<file path="src/rtl/aurora_tx_arbiter_pkg.sv">
// ------------------------------------------------------------------------
// auroraTxArbPkg: shared types, widths and round-robin helper. Rev 1.0
// ------------------------------------------------------------------------
`default_nettype none

package auroraTxArbPkg;

   typedef enum logic [1:0] {
      ST_IDLE = 2'd0,
      ST_PASS = 2'd1,
      ST_TERM = 2'd2,
      ST_DROP = 2'd3
   } arbState_e;

   localparam logic [31:0] FILLER_DEFAULT = 32'hDEAD_BEEF;
   localparam int          DATA_W         = 32;
   localparam int          MAX_PORTS      = 8;
   localparam int          GRANT_W        = 3;
   localparam int          DROP_CNT_W     = 16;

   // First requester after 'last', wrapping at numPorts; returns 'last' if none.
   function automatic logic [GRANT_W-1:0] rrNext(
      input logic [MAX_PORTS-1:0] req,
      input logic [GRANT_W-1:0]   last,
      input int                   numPorts
   );
      logic [GRANT_W-1:0] cand;
      logic [GRANT_W-1:0] pick;
      logic               found;
      cand  = last;
      pick  = last;
      found = 1'b0;
      for (int i = 1; i <= MAX_PORTS; i++) begin
         if (i <= numPorts) begin
            cand = (cand == GRANT_W'(numPorts - 1)) ? '0 : cand + GRANT_W'(1);
            if (req[cand] && !found) begin
               pick  = cand;
               found = 1'b1;
            end
         end
      end
      return pick;
   endfunction

endpackage

`default_nettype wire

</file>
<file path="src/rtl/aurora_tx_arbiter_skid.sv">
// ------------------------------------------------------------------------
// axisSkidBuffer: 2-entry AXI-stream skid buffer, registered ready/outputs. Rev 1.0
// ------------------------------------------------------------------------
`default_nettype none

module axisSkidBuffer #(
   parameter int DATA_W = 32
) (
   input  logic              clk,
   input  logic              rstN,
   input  logic              sValid_i,
   output logic              sReady_o,
   input  logic [DATA_W-1:0] sData_i,
   input  logic              sLast_i,
   output logic              mValid_o,
   input  logic              mReady_i,
   output logic [DATA_W-1:0] mData_o,
   output logic              mLast_o
);

   logic              outValid_q, outValid_d;
   logic [DATA_W-1:0] outData_q,  outData_d;
   logic              outLast_q,  outLast_d;
   logic              skValid_q,  skValid_d;
   logic [DATA_W-1:0] skData_q,   skData_d;
   logic              skLast_q,   skLast_d;
   logic              ready_q,    ready_d;
   logic              w_inFire;

   assign w_inFire = sValid_i & ready_q;

   // ready_q is low whenever the skid entry is occupied, so an input beat and
   // a skid-to-output move never coincide.
   always_comb begin
      outValid_d = outValid_q;
      outData_d  = outData_q;
      outLast_d  = outLast_q;
      skValid_d  = skValid_q;
      skData_d   = skData_q;
      skLast_d   = skLast_q;
      if (!outValid_q || mReady_i) begin
         if (skValid_q) begin
            outValid_d = 1'b1;
            outData_d  = skData_q;
            outLast_d  = skLast_q;
            skValid_d  = 1'b0;
         end else if (w_inFire) begin
            outValid_d = 1'b1;
            outData_d  = sData_i;
            outLast_d  = sLast_i;
         end else begin
            outValid_d = 1'b0;
         end
      end else if (w_inFire) begin
         skValid_d = 1'b1;
         skData_d  = sData_i;
         skLast_d  = sLast_i;
      end
      ready_d = ~skValid_d;
   end

   always_ff @(posedge clk or negedge rstN) begin
      if (!rstN) begin
         outValid_q <= 1'b0;
         outData_q  <= '0;
         outLast_q  <= 1'b0;
         skValid_q  <= 1'b0;
         skData_q   <= '0;
         skLast_q   <= 1'b0;
         ready_q    <= 1'b0;
      end else begin
         outValid_q <= outValid_d;
         outData_q  <= outData_d;
         outLast_q  <= outLast_d;
         skValid_q  <= skValid_d;
         skData_q   <= skData_d;
         skLast_q   <= skLast_d;
         ready_q    <= ready_d;
      end
   end

   assign sReady_o = ready_q;
   assign mValid_o = outValid_q;
   assign mData_o  = outData_q;
   assign mLast_o  = outLast_q;

endmodule

`default_nettype wire

</file>
<file path="src/rtl/aurora_tx_arbiter.sv">
// ------------------------------------------------------------------------
// aurora_tx_arbiter: packet-level round-robin arbiter onto the Aurora TX stream. Rev 1.0
// ------------------------------------------------------------------------
`default_nettype none

module aurora_tx_arbiter
   import auroraTxArbPkg::*;
#(
   parameter int          NUM_PORTS      = 4,
   parameter int          TIMEOUT_CYCLES = 1024,
   parameter logic [31:0] FILLER_WORD    = FILLER_DEFAULT
) (
   input  logic                        auUserClk,
   input  logic                        resetN,
   input  logic                        channelUp,
   input  logic [DATA_W*NUM_PORTS-1:0] sTdata,
   input  logic [NUM_PORTS-1:0]        sTlast,
   input  logic [NUM_PORTS-1:0]        sTvalid,
   output logic [NUM_PORTS-1:0]        sTready,
   output logic [DATA_W-1:0]           mTdata,
   output logic                        mTlast,
   output logic                        mTvalid,
   input  logic                        mTready,
   output logic [GRANT_W-1:0]          grantIdx,
   output logic                        busy,
   output logic [DROP_CNT_W-1:0]       dropCount,
   output logic                        timeoutErr,
   input  logic                        clearErr
);

   localparam int WD_W = $clog2(TIMEOUT_CYCLES);

   arbState_e             state_q,      state_d;
   logic [GRANT_W-1:0]    grantIdx_q,   grantIdx_d;
   logic [GRANT_W-1:0]    lastGrant_q,  lastGrant_d;
   logic [WD_W-1:0]       wd_q,         wd_d;
   logic [DROP_CNT_W-1:0] dropCount_q,  dropCount_d;
   logic                  timeoutErr_q, timeoutErr_d;

   logic [MAX_PORTS-1:0]  w_validPad;
   logic [MAX_PORTS-1:0]  w_lastPad;
   logic [DATA_W-1:0]     w_selData;
   logic                  w_selValid;
   logic                  w_selLast;
   logic                  w_portReady;
   logic                  w_skValid;
   logic                  w_skReady;
   logic [DATA_W-1:0]     w_skData;
   logic                  w_skLast;

   always_comb begin
      w_validPad                = '0;
      w_lastPad                 = '0;
      w_selData                 = '0;
      w_validPad[NUM_PORTS-1:0] = sTvalid;
      w_lastPad[NUM_PORTS-1:0]  = sTlast;
      for (int p = 0; p < NUM_PORTS; p++) begin
         if (grantIdx_q == GRANT_W'(p)) begin
            w_selData = sTdata[DATA_W*p +: DATA_W];
         end
      end
   end

   assign w_selValid = w_validPad[grantIdx_q];
   assign w_selLast  = w_lastPad[grantIdx_q];

   always_comb begin
      sTready = '0;
      for (int p = 0; p < NUM_PORTS; p++) begin
         if (grantIdx_q == GRANT_W'(p)) begin
            sTready[p] = w_portReady;
         end
      end
   end

   always_comb begin
      state_d      = state_q;
      grantIdx_d   = grantIdx_q;
      lastGrant_d  = lastGrant_q;
      wd_d         = wd_q;
      dropCount_d  = dropCount_q;
      timeoutErr_d = timeoutErr_q;
      w_portReady  = 1'b0;
      w_skValid    = 1'b0;
      w_skData     = w_selData;
      w_skLast     = w_selLast;
      unique case (state_q)
         ST_IDLE: begin
            if (channelUp && (|w_validPad)) begin
               grantIdx_d = rrNext(w_validPad, lastGrant_q, NUM_PORTS);
               wd_d       = '0;
               state_d    = ST_PASS;
            end
         end
         ST_PASS: begin
            w_portReady = w_skReady;
            w_skValid   = w_selValid;
            // A completing beat wins over link-down and the watchdog.
            if (w_selValid && w_skReady && w_selLast) begin
               lastGrant_d = grantIdx_q;
               state_d     = ST_IDLE;
            end else if (!channelUp) begin
               state_d = ST_DROP;
            end else if (!w_selValid) begin
               if (wd_q == WD_W'(TIMEOUT_CYCLES - 1)) begin
                  state_d = ST_TERM;
               end else begin
                  wd_d = wd_q + WD_W'(1);
               end
            end else begin
               wd_d = '0;
            end
         end
         ST_TERM: begin
            w_skValid = 1'b1;
            w_skData  = FILLER_WORD;
            w_skLast  = 1'b1;
            if (w_skReady) begin
               timeoutErr_d = 1'b1;
               state_d      = ST_DROP;
            end
         end
         ST_DROP: begin
            w_portReady = 1'b1;
            if (w_selValid && w_selLast) begin
               if (dropCount_q != '1) begin
                  dropCount_d = dropCount_q + DROP_CNT_W'(1);
               end
               lastGrant_d = grantIdx_q;
               state_d     = ST_IDLE;
            end
         end
         default: state_d = ST_IDLE;
      endcase
      if (clearErr) begin
         timeoutErr_d = 1'b0;
         dropCount_d  = '0;
      end
   end

   always_ff @(posedge auUserClk or negedge resetN) begin
      if (!resetN) begin
         state_q      <= ST_IDLE;
         grantIdx_q   <= '0;
         lastGrant_q  <= GRANT_W'(NUM_PORTS - 1);
         wd_q         <= '0;
         dropCount_q  <= '0;
         timeoutErr_q <= 1'b0;
      end else begin
         state_q      <= state_d;
         grantIdx_q   <= grantIdx_d;
         lastGrant_q  <= lastGrant_d;
         wd_q         <= wd_d;
         dropCount_q  <= dropCount_d;
         timeoutErr_q <= timeoutErr_d;
      end
   end

   axisSkidBuffer #(
      .DATA_W (DATA_W)
   ) u_skid (
      .clk      (auUserClk),
      .rstN     (resetN),
      .sValid_i (w_skValid),
      .sReady_o (w_skReady),
      .sData_i  (w_skData),
      .sLast_i  (w_skLast),
      .mValid_o (mTvalid),
      .mReady_i (mTready),
      .mData_o  (mTdata),
      .mLast_o  (mTlast)
   );

   assign grantIdx   = grantIdx_q;
   assign busy       = (state_q != ST_IDLE);
   assign dropCount  = dropCount_q;
   assign timeoutErr = timeoutErr_q;

endmodule

`default_nettype wire
</file>
<file path="config.mk">
export PLATFORM = sky130hd
export DESIGN_NAME = aurora_tx_arbiter
export DESIGN_NICKNAME = d
export VERILOG_FILES = /design/src/rtl/aurora_tx_arbiter_pkg.sv /design/src/rtl/aurora_tx_arbiter_skid.sv /design/src/rtl/aurora_tx_arbiter.sv
export SDC_FILE = /design/constraint.sdc
export NUM_CORES = 1
export LEC_CHECK = 0
export CAP_MARGIN = 10
export CELL_PAD_IN_SITES_DETAIL_PLACEMENT = 1
export CELL_PAD_IN_SITES_GLOBAL_PLACEMENT = 1
export CORE_MARGIN = 2
export CORE_UTILIZATION = 37
export CTS_BUF_LIST = sky130_fd_sc_hd__clkbuf_16
export DETAILED_ROUTE_END_ITERATION = 10
export PLACE_DENSITY = 0.89
export SLEW_MARGIN = 25
export SYNTH_ARGS = -nofsm -noshare
export SYNTH_HDL_FRONTEND = slang
export SYNTH_SLANG_ARGS = --single-unit
</file>
<file path="constraint.sdc">
create_clock -name auUserClk -period 6.55 [get_ports auUserClk]
set_clock_uncertainty 0.2 [all_clocks]
set_input_delay 0.655 -clock auUserClk [delete_from_list [all_inputs] [get_ports auUserClk]]
set_output_delay 0.655 -clock auUserClk [all_outputs]
set_load 0.02 [all_outputs]
</file>
==> After elaboration in Yosys (flattened, before gate mapping) <==
Index checks and enable logic that the tools add are counted.
{ "word_totals": {"output_inout_bits": 59, "reg_bits": 104, "inputBits": 141, "word_cells": 159} }
{ "op_classes": {"reduce_logical": 32, "mux": 79, "eq_ne": 21, "magnitude_cmp": 5, "n_addsub": 6, "bitwise_logic": 3} }
{ "op_table": {"columns": ["cell", "count"], "rows": [
  ["two-way mux 32 bit", 7],
  ["two-way mux 16 bit", 4],
  ["two-way mux 10 bit", 5],
  ["two-way mux 3 bit", 16],
  ["two-way mux 1 bit", 29],
  ["less-than comparator 3 x 4 -> 1 bit, second input constant", 5],
  ["case mux 10 bit (2 select lines)", 1],
  ["binary-select mux 1 bit (select 3 bit)", 6],
  ["== test 3 x 2 -> 1 bit, second input constant", 6],
  ["nonzero test 2 bit", 9],
  ["adder 16 x 1 -> 16 bit, second input constant", 1],
  ["inequality test 16 bit, second input constant", 1],
  ["two-way mux 2 bit", 7],
  ["adder 3 x 1 -> 3 bit, second input constant", 4],
  ["adder 10 x 1 -> 10 bit, second input constant", 1],
  ["== test 10 bit, second input constant", 1],
  ["inequality test 2 bit, second input constant", 5],
  ["AND reduction 5 bit", 2],
  ["inequality test 4 bit, second input constant", 2],
  ["case mux 2 bit (4 select lines)", 1],
  ["AND reduction 2 bit", 4],
  ["logical AND 1 bit", 7],
  ["case mux 3 bit (2 select lines)", 1],
  ["AND reduction 3 bit", 2],
  ["other kinds (13)", 19]
]} }

==> Logic depth before layout (Yosys ltp) <==
{ "depth": {"depth_word": 20, "ltp_mapped": 10, "mapped_depth_nobuf": 8} }

==> Cells and area by module <==
From an unflattened synthesis, not the netlist that was laid out.
{ "unflattened": {"hier_cells": 622, "area_unflattened_um2": 6698.9} }
{ "by_module_without_submodules": {"columns": ["module", "area_each_um2", "n_inst", "cells_each"], "rows": [
  ["aurora_tx_arbiter", 3455.8, 1, 436],
  ["axisSkidBuffer", 3243.1, 1, 186]
]} }

==> Worst setup path after synthesis <==
No wires, ideal clock.
{ "synth_timing": {"path_type": "register -> register", "from": "register lastGrant_q[0]", "to": "register grantIdx_q[0] (netlist: grantIdx[0])", "path_slack_ns": 3.352, "stages_incl_launch_ff": 10, "t_arrival_ns": 2.877, "path_cell_list": "dfstp_2 clkbuf_1 inv_1 ha_1 mux2_2 or3_1 o2bb2ai_1 o221ai_1 or2_2 a31o_2"} }
{ "synth_between": {"elab_chain_cells": 20} }
{ "synth_lines": {"columns": ["item", "line", "text"], "rows": [
  ["start, declared", "aurora_tx_arbiter.sv:35", "logic [GRANT_W-1:0] lastGrant_q, lastGrant_d;"],
  ["start signal, assigned", "aurora_tx_arbiter.sv:145", "lastGrant_q <= GRANT_W'(NUM_PORTS - 1);"],
  ["start signal, assigned", "aurora_tx_arbiter.sv:152", "lastGrant_q <= lastGrant_d;"],
  ["parallel branches: the longest is 19 deep, another holds adder 3 x 1 -> 3 bit", null, null],
  ["two-way mux 3 bit (*)", "aurora_tx_arbiter_pkg.sv:36", "if (req[cand] && !found) begin"],
  ["end signal, assigned", "aurora_tx_arbiter.sv:151", "grantIdx_q <= grantIdx_d;"],
  ["end, declared", "aurora_tx_arbiter.sv:34", "logic [GRANT_W-1:0] grantIdx_q, grantIdx_d;"]
]} }
Mark *: on every way between the ends. The select of a mux whose other input is x is not followed.
A chain may end at the register's enable or synchronous reset.

==> Worst setup path after layout <==
{ "layout_timing": {"from": "register grantIdx_q[1] (netlist: grantIdx[1])", "to": "output port sTready[2]"} }
{ "layout_between": {"elab_chain_cells": 2} }
{ "layout_lines": {"columns": ["item", "line", "text"], "rows": [
  ["== test 3 x 2 -> 1 bit", "aurora_tx_arbiter.sv:70", "if (grantIdx_q == GRANT_W'(p)) begin"],
  ["two-way mux 1 bit", "aurora_tx_arbiter.sv:70", null],
  ["end, declared", "aurora_tx_arbiter.sv:19", "output logic [NUM_PORTS-1:0] sTready,"]
]} }
No other way between the ends.

==> reports/qor.txt <==
outcome: finished clean
top-area cell type share of the netlist area: 41.3%
vias in the first global route: 6465
gr busiest metal: met2
grt ovf: 0
setup TNS: 0 ns
die area: 0.0178 mm²
critical path type: reg2out
DRC viols: 0
Post-Layout Cell Count: 1080
root buf cell: clkbuf_16
count leader, synth: dfrtp_1
worst skew pair latency: 0.35 ns
num rows: 47
clock sink count: 104
reg2reg setup slack: 2.91 ns
Min-Delay Path Class: in2async
cell chain of the critical path: nor2b_4 -> nor3b_1 -> clkdlybuf4s50_1
Seq pwr share: 30.0%
max-capacitance violation count: 0
Synth Net Count: 839
CP required: 5.69 ns
ranking of synthesized cells by area: dfrtp_1 41%, o21ai_0 6.2%, nand2_1 5.8%, mux2i_1 5.3%, o2bb2ai_1 4.5%
cells after synthesis: 687
Synth warnings: 0
Clk pwr share: 13.9%
power density over cell area: 408 mW/mm²
Final setup viols: 0
met3 usage: 4.57%
worst-margin pin slew: 0.946 ns
synth cell count leaders: 102 x dfrtp_1, 95 x nand2_1, 77 x o21ai_0, 61 x nor2_1, 43 x clkbuf_1
initial antenna violation count: 1
Switching Share: 43.8%
H-tree depth: 3
fin. max-slew vios: 0
hold buffer count at cts: 0
share of cells above drive strength 1: 7.21%
element type at the critical path end: output pin
DR iter-0 viols: 251
FF-to-FF path depth: 7
final wirelength: 21.0 mm
Max Buffers Root-to-Sink: 2
Vias: 6021
Crit path largest cell delay: 0.93 ns
vias per cell: 5.58
Slew HR: 36.9%
DR WL/cell: 19.4 µm
combinational share of power: 56.1%
IO buf count: 199
Post-DP HPWL: 15.2 mm
maximum vdd drop: 0.000198 V
min Tclk post-route: 4.00 ns
slowest cell on the critical path: dfrtp_2
leading area contributor after synthesis: dfrtp_1
Synth Area per Inst: 9.00 µm²
First-pass DRT Iterations: 5
Pleak: 3.55 nW
CTS tree: yes
clock transition at the registers of the reported paths: 0.07 ns
Synth Flop Type: dfrtp_1
fmax: 250 MHz
worst-path fanout max: 41
Final Cycle Share: 61.0%
Setup Fix Bufs, Post-CTS: 0
initial core utilization: 37.6%
Inst Count DP: 1064
Yosys cell types: 61
CTS Buf Count: 9
crit start category: register
RSZ-0062 raised after global routing: no
largest net degree at the start of global routing: 74
post-synth design cell area: 0.00619 mm²
first-pass GRT wire length: 34.3 mm
Fin. Hold Viols: 0
Sw Pwr: 0.00154 W
GRT met1 Usage: 30.1%
post_cts resized: 0
Ant. Diodes: 0
GR Layer Usage met2: 42.3%
chip height: 133 µm
Die Wd: 133 µm
post-synthesis sequential area ratio: 42.1%
Arrival @ worst endpoint: 3.14 ns
asr flop ratio synth: 100%
#FFs+latches synth: 104
ANT nets after route: 0
Final Util: 52.3%
Placeable Area: 0.0165 mm²
EDFF count, synth: 0
IO Pins: 200
Area growth, synth to finish: 39.2%
GR Util All Layers: 24.0%
post-layout net count: 1007
GP Congestion: 0.852
P_int: 0.00197 W
area by class of cell:
| cell class | instances | area, µm² |
|---|---|---|
| Fill cell | 1882 | 7860 |
| Multi-Input combinational cell | 519 | 3370 |
| Sequential cell | 104 | 2610 |
| Timing Repair Buffer | 206 | 2040 |
| Tap cell | 220 | 275 |
| Clock buffer | 9 | 225 |
| Inverter | 15 | 56.3 |
| Clock inverter | 7 | 32.5 |
cells in the final DEF, fill, tap and decap left out, types with 5 or more instances in the layout:
| cell type | Yosys | layout |
|---|---|---|
| a21oi_1 | 35 | 35 |
| a221oi_1 | 27 | 27 |
| a22oi_1 | 7 | 7 |
| and2_1 | 6 | 6 |
| buf_4 | 0 | 8 |
| clkbuf_16 | 0 | 9 |
| clkdlybuf4s50_1 | 0 | 198 |
| dfrtp_1 | 102 | 99 |
| ha_1 | 11 | 11 |
| inv_1 | 15 | 17 |
| mux2_2 | 13 | 13 |
| mux2i_1 | 33 | 33 |
| nand2_1 | 95 | 95 |
| nand3_1 | 11 | 11 |
| nand4_1 | 7 | 7 |
| nor2_1 | 61 | 60 |
| nor2b_1 | 6 | 5 |
| o21ai_0 | 77 | 77 |
| o2bb2ai_1 | 32 | 32 |
| or2_2 | 9 | 9 |
| xor2_1 | 18 | 18 |
registers in the layout (all words and copies together) (netlist names), 3 cells and up, named ones only:
signal,cells
u_skid.mData_o,32
u_skid.skData_q,32
dropCount,16
wd_q,10
grantIdx,3
lastGrant_q,3
power groups by stage:
| stage | logic [W] | clock network [W] | registers [W] |
|---|---|---|---|
| global route | 0.00221 | 0.000526 | 0.00109 |
| finish | 0.00197 | 0.000489 | 0.00105 |
| detailed placement | 0.00198 | 0 | 0.00106 |
| global placement | 0.00190 | 0 | 0.00105 |
| CTS | 0.00199 | 0.000500 | 0.00105 |
| floorplan | 0.00119 | 0 | 0.00112 |
stage by stage:
stage	area [µm²]	hold WS [ns]	power [W]	setup slack, ns
finish	8610	0.0404	0.00351	2.55
global route	8610	0.0605	0.00382	2.39
CTS	8600	0.0546	0.00354	2.54
detailed placement	8340	0.271	0.00304	2.75
global placement	8340	0.260	0.00295	2.86
floorplan	6190	0.159	0.00231	3.35
kinds of logic (layout without fill, tap and decap cells):
logic type	count (synthesis)	after routing	share of synthesized area, %
AOI/OAI and AO/OA	218	218	24.0
and+or+nand+nor	222	222	16.3
DFF	104	104	42.1
muxes	49	49	8.80
xor gates and xnor gates	19	19	2.69
adders and majority gates	11	11	2.22
buffers and inverters	64	237	3.94
critical path, delay by kind of cell, from the launching register on:
kind	cells	cell delay, ns
simple gates	2	1.20
flops	1	0.93
buf+inv	1	0.65
routing by layer:
| layer | up-vias | share of wire, % |
|---|---|---|
| met5 | - | 0.062 |
| met4 | 2 | 2.0 |
| met3 | 30 | 4.1 |
| met2 | 133 | 51 |
| met1 | 3021 | 43 |
| li1 | 2835 | - |
worst paths after layout:
| path | start | to |
|---|---|---|
| min in group auUserClk | u_skid.skData_q[16] | u_skid.skData_q[16] |
| setup reg to reg | grantIdx[0] | u_skid.mData_o[25] |
| hold / removal | resetN | dropCount[6] |
| hold reg to reg | u_skid.skData_q[16] | u_skid.skData_q[16] |
| setup / recovery | grantIdx[1] | sTready[2] |
| max in group asynchronous | resetN | u_skid.skValid_q |
(Power assumes the default switching activity.)
